File: src/rtl/mem_writeback_pkg.sv
// Shared types and defaults for the memory/writeback stages of the ARM pipeline.
package mem_writeback_pkg;

  localparam int DEF_WIDTH   = 32;
  localparam int DEF_RAW     = 4;
  localparam int DEF_TIMEOUT = 255;

  typedef enum logic {
    IDLE,
    WAIT
  } mw_state_t;

  typedef struct packed {
    logic store;
    logic load;
  } mem_op_t;

  function automatic logic is_mem(input mem_op_t op);
    return op.store | op.load;
  endfunction

endpackage

File: src/rtl/mem_writeback_if.sv
// Data-memory req/ack bus between the M stage (master) and the memory (slave).
interface mem_writeback_if
  import mem_writeback_pkg::*;
#(
  parameter int WIDTH = DEF_WIDTH
);

  logic             mem_req;
  logic             mem_we;
  logic [WIDTH-1:0] mem_addr;
  logic [WIDTH-1:0] mem_wdata;
  logic             mem_ack;
  logic [WIDTH-1:0] mem_rdata;

  modport master (
    output mem_req, mem_we, mem_addr, mem_wdata,
    input  mem_ack, mem_rdata
  );

  modport slave (
    input  mem_req, mem_we, mem_addr, mem_wdata,
    output mem_ack, mem_rdata
  );

endinterface

File: src/rtl/mem_writeback_wb.sv
// M->W pipeline register: loads the retiring instruction when en=1, otherwise a bubble.
module pipe_mem_wb
  import mem_writeback_pkg::*;
#(
  parameter int WIDTH = DEF_WIDTH,
  parameter int RAW   = DEF_RAW
) (
  input  logic             clk,
  input  logic             reset,
  input  logic             en,
  input  logic             regwrite,
  input  logic [RAW-1:0]   wa3,
  input  logic [WIDTH-1:0] result,
  output logic             RegWriteW,
  output logic [RAW-1:0]   WA3W,
  output logic [WIDTH-1:0] ResultW
);

  // NOTE: sequential state uses non-blocking assignments so every register samples pre-edge values.
  always_ff @(posedge clk or negedge reset) begin
    if (!reset) begin
      RegWriteW <= 1'b0;
      WA3W      <= '0;
      ResultW   <= '0;
    end else begin
      RegWriteW <= en & regwrite;
      if (en) begin
        WA3W    <= wa3;
        ResultW <= result;
      end
    end
  end

endmodule

File: src/rtl/mem_writeback.sv
// Memory + writeback stages: E->M register, req/ack data access, M->W register.
// Optional MEM_TIMEOUT_EN: abort an access after TIMEOUT unanswered WAIT cycles.
module mem_writeback
  import mem_writeback_pkg::*;
#(
  parameter int WIDTH   = DEF_WIDTH,
  parameter int RAW     = DEF_RAW,
  parameter int TIMEOUT = DEF_TIMEOUT
) (
  input  logic             clk,
  input  logic             reset,
  input  logic             ValidE,
  input  logic             RegWriteE,
  input  logic             MemToRegE,
  input  logic             MemWriteE,
  input  logic [RAW-1:0]   WA3E,
  input  logic [WIDTH-1:0] ALUResultE,
  input  logic [WIDTH-1:0] WriteDataE,
  mem_writeback_if.master  mem,
  output logic             StallM,
  output logic             RegWriteM,
  output logic [RAW-1:0]   WA3M,
  output logic [WIDTH-1:0] ALUOutM,
  output logic             RegWriteW,
  output logic [RAW-1:0]   WA3W,
  output logic [WIDTH-1:0] ResultW,
  output logic             mem_err
);

  // A zero TIMEOUT would leave the WAIT counter without any bits.
  if (TIMEOUT < 1) begin : g_timeout_range
    $error("mem_writeback: TIMEOUT must be at least 1");
  end

  logic             m_valid;
  logic             m_regwrite;
  mem_op_t          m_op;
  logic [RAW-1:0]   m_wa3;
  logic [WIDTH-1:0] m_alu;
  logic [WIDTH-1:0] m_wdata;

  logic             m_mem;
  logic             timeout_hit;
  logic             complete;
  logic [WIDTH-1:0] wb_result;
  mw_state_t        state, state_next;

  // E->M register: frozen while the memory access holds the pipe.
  always_ff @(posedge clk or negedge reset) begin
    if (!reset) begin
      m_valid    <= 1'b0;
      m_regwrite <= 1'b0;
      m_op       <= '0;
      m_wa3      <= '0;
      m_alu      <= '0;
      m_wdata    <= '0;
    end else if (!StallM) begin
      m_valid    <= ValidE;
      m_regwrite <= RegWriteE;
      m_op       <= '{store: MemWriteE, load: MemToRegE};
      m_wa3      <= WA3E;
      m_alu      <= ALUResultE;
      m_wdata    <= WriteDataE;
    end
  end

  assign m_mem = m_valid & is_mem(m_op);

`ifdef MEM_TIMEOUT_EN
  localparam int CNT_W = $clog2(TIMEOUT + 1);
  logic [CNT_W-1:0] cnt;

  // Counts consecutive unanswered WAIT cycles; zero whenever the FSM leaves or is outside WAIT.
  always_ff @(posedge clk or negedge reset) begin
    if (!reset)                                cnt <= '0;
    else if (state == WAIT && state_next == WAIT) cnt <= cnt + 1'b1;
    else                                       cnt <= '0;
  end

  assign timeout_hit = (state == WAIT) && (cnt == CNT_W'(TIMEOUT));
`else
  assign timeout_hit = 1'b0;
`endif

  always_ff @(posedge clk or negedge reset) begin
    if (!reset) state <= IDLE;
    else        state <= state_next;
  end

  // NOTE: every combinational output gets a default first so no path can infer a latch.
  always_comb begin
    state_next = state;
    unique case (state)
      IDLE: if (m_mem && !mem.mem_ack)          state_next = WAIT;
      WAIT: if (mem.mem_ack || timeout_hit)     state_next = IDLE;
    endcase
  end

  // An access that hits the timeout drops req, so a late ack that cycle is ignored.
  always_comb begin
    mem.mem_req   = m_mem & ~timeout_hit;
    mem.mem_we    = m_valid & m_op.store;
    mem.mem_addr  = m_alu;
    mem.mem_wdata = m_wdata;
    StallM        = mem.mem_req & ~mem.mem_ack;
    complete      = m_valid & (~m_mem | (mem.mem_req & mem.mem_ack));
    mem_err       = timeout_hit;
    RegWriteM     = m_valid & m_regwrite;
    WA3M          = m_valid ? m_wa3 : '0;
    ALUOutM       = m_valid ? m_alu : '0;
    wb_result     = m_op.load ? mem.mem_rdata : m_alu;
  end

  pipe_mem_wb #(
    .WIDTH (WIDTH),
    .RAW   (RAW)
  ) u_wb (
    .clk       (clk),
    .reset     (reset),
    .en        (complete),
    .regwrite  (m_regwrite),
    .wa3       (m_wa3),
    .result    (wb_result),
    .RegWriteW (RegWriteW),
    .WA3W      (WA3W),
    .ResultW   (ResultW)
  );

endmodule

File: src/flat_wrapper.sv
// flat-port wrapper written by rule: the top's interface ports become plain ports
module mem_writeback_flat import mem_writeback_pkg::*;
#(
  parameter int WIDTH   = DEF_WIDTH,
  parameter int RAW     = DEF_RAW,
  parameter int TIMEOUT = DEF_TIMEOUT
)
  (clk, reset, ValidE, RegWriteE, MemToRegE, MemWriteE, WA3E, ALUResultE, WriteDataE, StallM, RegWriteM, WA3M, ALUOutM, RegWriteW, WA3W, ResultW, mem_err, mem_mem_req, mem_mem_we, mem_mem_addr, mem_mem_wdata, mem_mem_ack, mem_mem_rdata);
  mem_writeback_if #(.WIDTH(WIDTH)) mem_i ();
  input  logic clk;
  input  logic reset;
  input  logic ValidE;
  input  logic RegWriteE;
  input  logic MemToRegE;
  input  logic MemWriteE;
  input  logic [RAW-1:0] WA3E;
  input  logic [WIDTH-1:0] ALUResultE;
  input  logic [WIDTH-1:0] WriteDataE;
  output logic StallM;
  output logic RegWriteM;
  output logic [RAW-1:0] WA3M;
  output logic [WIDTH-1:0] ALUOutM;
  output logic RegWriteW;
  output logic [RAW-1:0] WA3W;
  output logic [WIDTH-1:0] ResultW;
  output logic mem_err;
  output wire logic [$bits(mem_i.mem_req)-1:0] mem_mem_req;
  output wire logic [$bits(mem_i.mem_we)-1:0] mem_mem_we;
  output wire logic [$bits(mem_i.mem_addr)-1:0] mem_mem_addr;
  output wire logic [$bits(mem_i.mem_wdata)-1:0] mem_mem_wdata;
  input wire logic [$bits(mem_i.mem_ack)-1:0] mem_mem_ack;
  input wire logic [$bits(mem_i.mem_rdata)-1:0] mem_mem_rdata;
  assign mem_mem_req = mem_i.mem_req;
  assign mem_mem_we = mem_i.mem_we;
  assign mem_mem_addr = mem_i.mem_addr;
  assign mem_mem_wdata = mem_i.mem_wdata;
  assign mem_i.mem_ack = mem_mem_ack;
  assign mem_i.mem_rdata = mem_mem_rdata;
  mem_writeback #(.WIDTH(WIDTH), .RAW(RAW), .TIMEOUT(TIMEOUT)) u_core (.clk(clk), .reset(reset), .ValidE(ValidE), .RegWriteE(RegWriteE), .MemToRegE(MemToRegE), .MemWriteE(MemWriteE), .WA3E(WA3E), .ALUResultE(ALUResultE), .WriteDataE(WriteDataE), .mem(mem_i), .StallM(StallM), .RegWriteM(RegWriteM), .WA3M(WA3M), .ALUOutM(ALUOutM), .RegWriteW(RegWriteW), .WA3W(WA3W), .ResultW(ResultW), .mem_err(mem_err));
endmodule
File: config.mk
export PLATFORM = sky130hd
export DESIGN_NAME = mem_writeback_flat
export DESIGN_NICKNAME = d
export VERILOG_FILES = /design/src/rtl/mem_writeback_pkg.sv /design/src/rtl/mem_writeback_if.sv /design/src/rtl/mem_writeback_wb.sv /design/src/rtl/mem_writeback.sv /design/src/flat_wrapper.sv
export SDC_FILE = /design/constraint.sdc
export NUM_CORES = 1
export LEC_CHECK = 0
export ABC_AREA = 1
export BUFFER_PORTS_ARGS = -buffer_cell sky130_fd_sc_hd__buf_4
export CORE_UTILIZATION = 40
export DETAILED_ROUTE_END_ITERATION = 10
export PLACE_DENSITY_LB_ADDON = 0.15
export REMOVE_ABC_BUFFERS = 1
export SYNTH_ARGS = -nofsm -noshare
export SYNTH_HDL_FRONTEND = slang
export SYNTH_HIERARCHICAL = 1
export SYNTH_SLANG_ARGS = --single-unit
export TNS_END_PERCENT = 20
File: constraint.sdc
create_clock -name clk -period 2.76 [get_ports clk]
set_input_delay 0.414 -clock clk [delete_from_list [all_inputs] [get_ports clk]]
set_output_delay 0.414 -clock clk [all_outputs]
set_load 0.005 [all_outputs]
==> results.ini <==
[setup_path]
cp_max_fo=70
reg2reg_depth=6
critPathTopFamily=buffers and inverters
r2r-start=u_core/m_valid$_DFFE_PN0N_
r2r-end=u_core/u_wb/ResultW[5]$_DFFE_PN0P_
cp.arrival_ns=1.75
path_common_cell=buf_4
critical-path-slowest-cell=buf_4
worst-path-buf-inv=2
critical_path_class=reg2out
start_kind=register
path_cells=nand2_1, nand2_2, buf_4, buf_4
cp_slowest_stage_delay_ns=0.58
required_ns=2.35
crit_path_end_kind=output pin
r2r_slack_ns=0.76

[cells_and_area]
final_nets=987
area_growth_pct=44.0
final_cell_mix=313 x nand2_1, 254 x buf_4, 108 x dfrtp_1
diodes=0
fillers=1118
drive_gt1_share_pct=32.1
mostFrequentLayoutCell=nand2_1
seq_area_sq_um=2730
multi_input_comb_area_sq_um=1770

[die]
die-area_sq_um=13000
ioPinCount=249
core_region_area_sq_um=12100
initial_utilization_pct=41.5
fp.dieW_um=114
row_count=40
die_y_um=114

[cts]
tritoncts=built
worstSkewPairLatency_ns=0.34
htreeDepth=3
postCtsHoldBufs=0
clockRootBuffer=clkbuf_16
cts_max_path_buffers=2
cts_resized=0
clock-sinks=109
cts_setup_buffers=0
numCtsBuffers=9
clk_pin_slew_ns=0.07

[power_and_ir_drop]
power_density_nw_per_um2=662
seqPwrFrac_pct=43.2
irDropWorstVdd_v=0.000395
comb_power_share_pct=28.2
p_sw_mw=1.43
power_switching_share_pct=29.7
leakagePower_nw=4.33
pwr-share-clk_pct=28.6
internal_power_mw=3.37

[timing]
fmax_mhz=462
clock_skew_ns=0.00761
rsz0062_at_grt=no
final.setup.tns_ns=0
relSlewSlack_pct=47.7
final-hold-violation-count=0
fin_crit_sh_pct=78.5
setup-violations-final=0
drv_slew=0
period_minus_slack_ns=2.17
hold_slack_ns=0.111
tightest_slew_ns=0.784

[flow_run]
cap_violations=0

[place]
gp_congestion=0.763
portBuffers=247
dp.final_hpwl_mm=9.62

[global_routing]
grt_pass1_wl_mm=22.6
grt.overflow.total=0
antenna_found_initial=1
grt_max_degree=110
gr-usage-all-layers_pct=22.3
grt_pass1_vias=4608

[logic_synthesis]
synth_top_family_by_area=simple AND/OR/NAND/NOR gates
seq_area_frac_synth_pct=54.2
synth_xor_area_share_pct=0
synth_compound_area_share_pct=3.28
synthesis.area_sq_um=5030
synthAdderAreaFrac_pct=0
synth-simple-area-share_pct=31.8
synth_cell_type_count=15
ys_seq_elements=109
synthMuxAreaShare_pct=0
synth.avg_cell_area_sq_um=7.69
yosysWarnings=6
synthCells=654

[routing]
wl_met3_mm=1.36
wl_met1_mm=6.05
drc=0
routed_wirelength_mm=14.5
ant_nets=0
first_iter_violations=391
dr_wl_met2_mm=6.91
via_count=4976
post_drt_wl_per_cell_um=13.8
dr.pass1.iters=5
drt-vias-per-instance=4.73
top_layer=met5

[worst_hold_path]
min_path_type=in2async

[outcome]
status=finished, final reports clean

[final cells by class]
class | instances | area share (%)
tap | 168 | 2.90
timing repair buffer | 255 | 26.6
clock buffer | 11 | 3.35
inverter | 76 | 3.94
sequential | 109 | 37.7
multi-input combinational | 429 | 24.5
clock inverter | 4 | 1.00
[flip-flops by register name, indices dropped and copies added, names as in the netlist]
name                   count
u_core/mem.mem_addr       32
u_core/mem.mem_wdata      32
u_core/m_wa3               4
u_core/u_wb/ResultW       32
u_core/m_regwrite          1
u_core/m_op                2
u_core/u_wb/WA3W           4
u_core/u_wb/RegWriteW      1
u_core/m_valid             1
[cells in the mapped netlist]
library cell / n / share of area (%)
buf_12: 1 / 0.40
buf_2: 12 / 1.2
buf_4: 10 / 1.5
buf_6: 1 / 0.22
buf_8: 2 / 0.60
clkbuf_1: 14 / 1.0
conb_1: 1 / 0.075
dfrtp_1: 109 / 54
inv_1: 74 / 5.5
inv_2: 2 / 0.15
nand2_1: 313 / 23
nand2_2: 11 / 1.4
nand3_1: 70 / 7.0
nor2_1: 1 / 0.075
o21ai_0: 33 / 3.3
[worst max path at each step]
stage,startpoint,endpoint,slack (ns),cells past startpoint
finish,u_core/m_valid$_DFFE_PN0N_,mem_mem_req,0.59,4
detailed placement,u_core/m_valid$_DFFE_PN0N_,u_core/u_wb/ResultW[10]$_DFFE_PN0P_,0.77,6
global route,u_core/m_valid$_DFFE_PN0N_,mem_mem_req,0.47,4
floorplan,u_core/m_op[0]$_DFFE_PN0N_,u_core/u_wb/ResultW[0]$_DFFE_PN0P_,-2.21,8
CTS,u_core/m_valid$_DFFE_PN0N_,mem_mem_req,0.56,4
global placement,u_core/m_valid$_DFFE_PN0N_,u_core/u_wb/ResultW[8]$_DFFE_PN0P_,0.83,6
[layer usage]
layer  vias up  track usage (%)
met5         -                0
met4         2             6.93
met3        15             5.35
met2       218             37.7
met1      2322             28.3
li1       2419                -
[power by group through the flow]
| stage | logic, mW | registers (mW) | clock network, mW |
|---|---|---|---|
| 6_report | 1.35 | 2.07 | 1.37 |
| 5_1_grt | 1.51 | 2.10 | 1.46 |
| 4_1_cts | 1.37 | 2.07 | 1.40 |
| 3_5_place_dp | 1.37 | 2.09 | 0 |
| 3_3_place_gp | 1.34 | 2.09 | 0 |
| 2_1_floorplan | 0.475 | 2.11 | 0 |
[cells by family (layout without fill, tap and decap cells)]
kind of cell           Yosys count  in the layout
AND/OR/NAND/NOR                395            395
buffers and inverters          116            346
flip-flops                     109            109
AO/OA/AOI/OAI                   33             33
other                            1              1
[metrics by stage]
stage | utilization (%) | cell area [sq um] | worst slack (ns) | cells | power [mW]
2_1_floorplan | - | 4780 | -2.21 | 614 | 2.59
3_3_place_gp | 57.2 | 6930 | 0.834 | 1037 | 3.43
3_5_place_dp | 57.2 | 6930 | 0.769 | 1037 | 3.46
4_1_cts | 59.8 | 7240 | 0.561 | 1052 | 4.84
5_1_grt | 59.8 | 7240 | 0.465 | 1052 | 5.08
6_report | 59.8 | 7240 | 0.594 | 1052 | 4.80
Power figures use the tool's default switching activity.
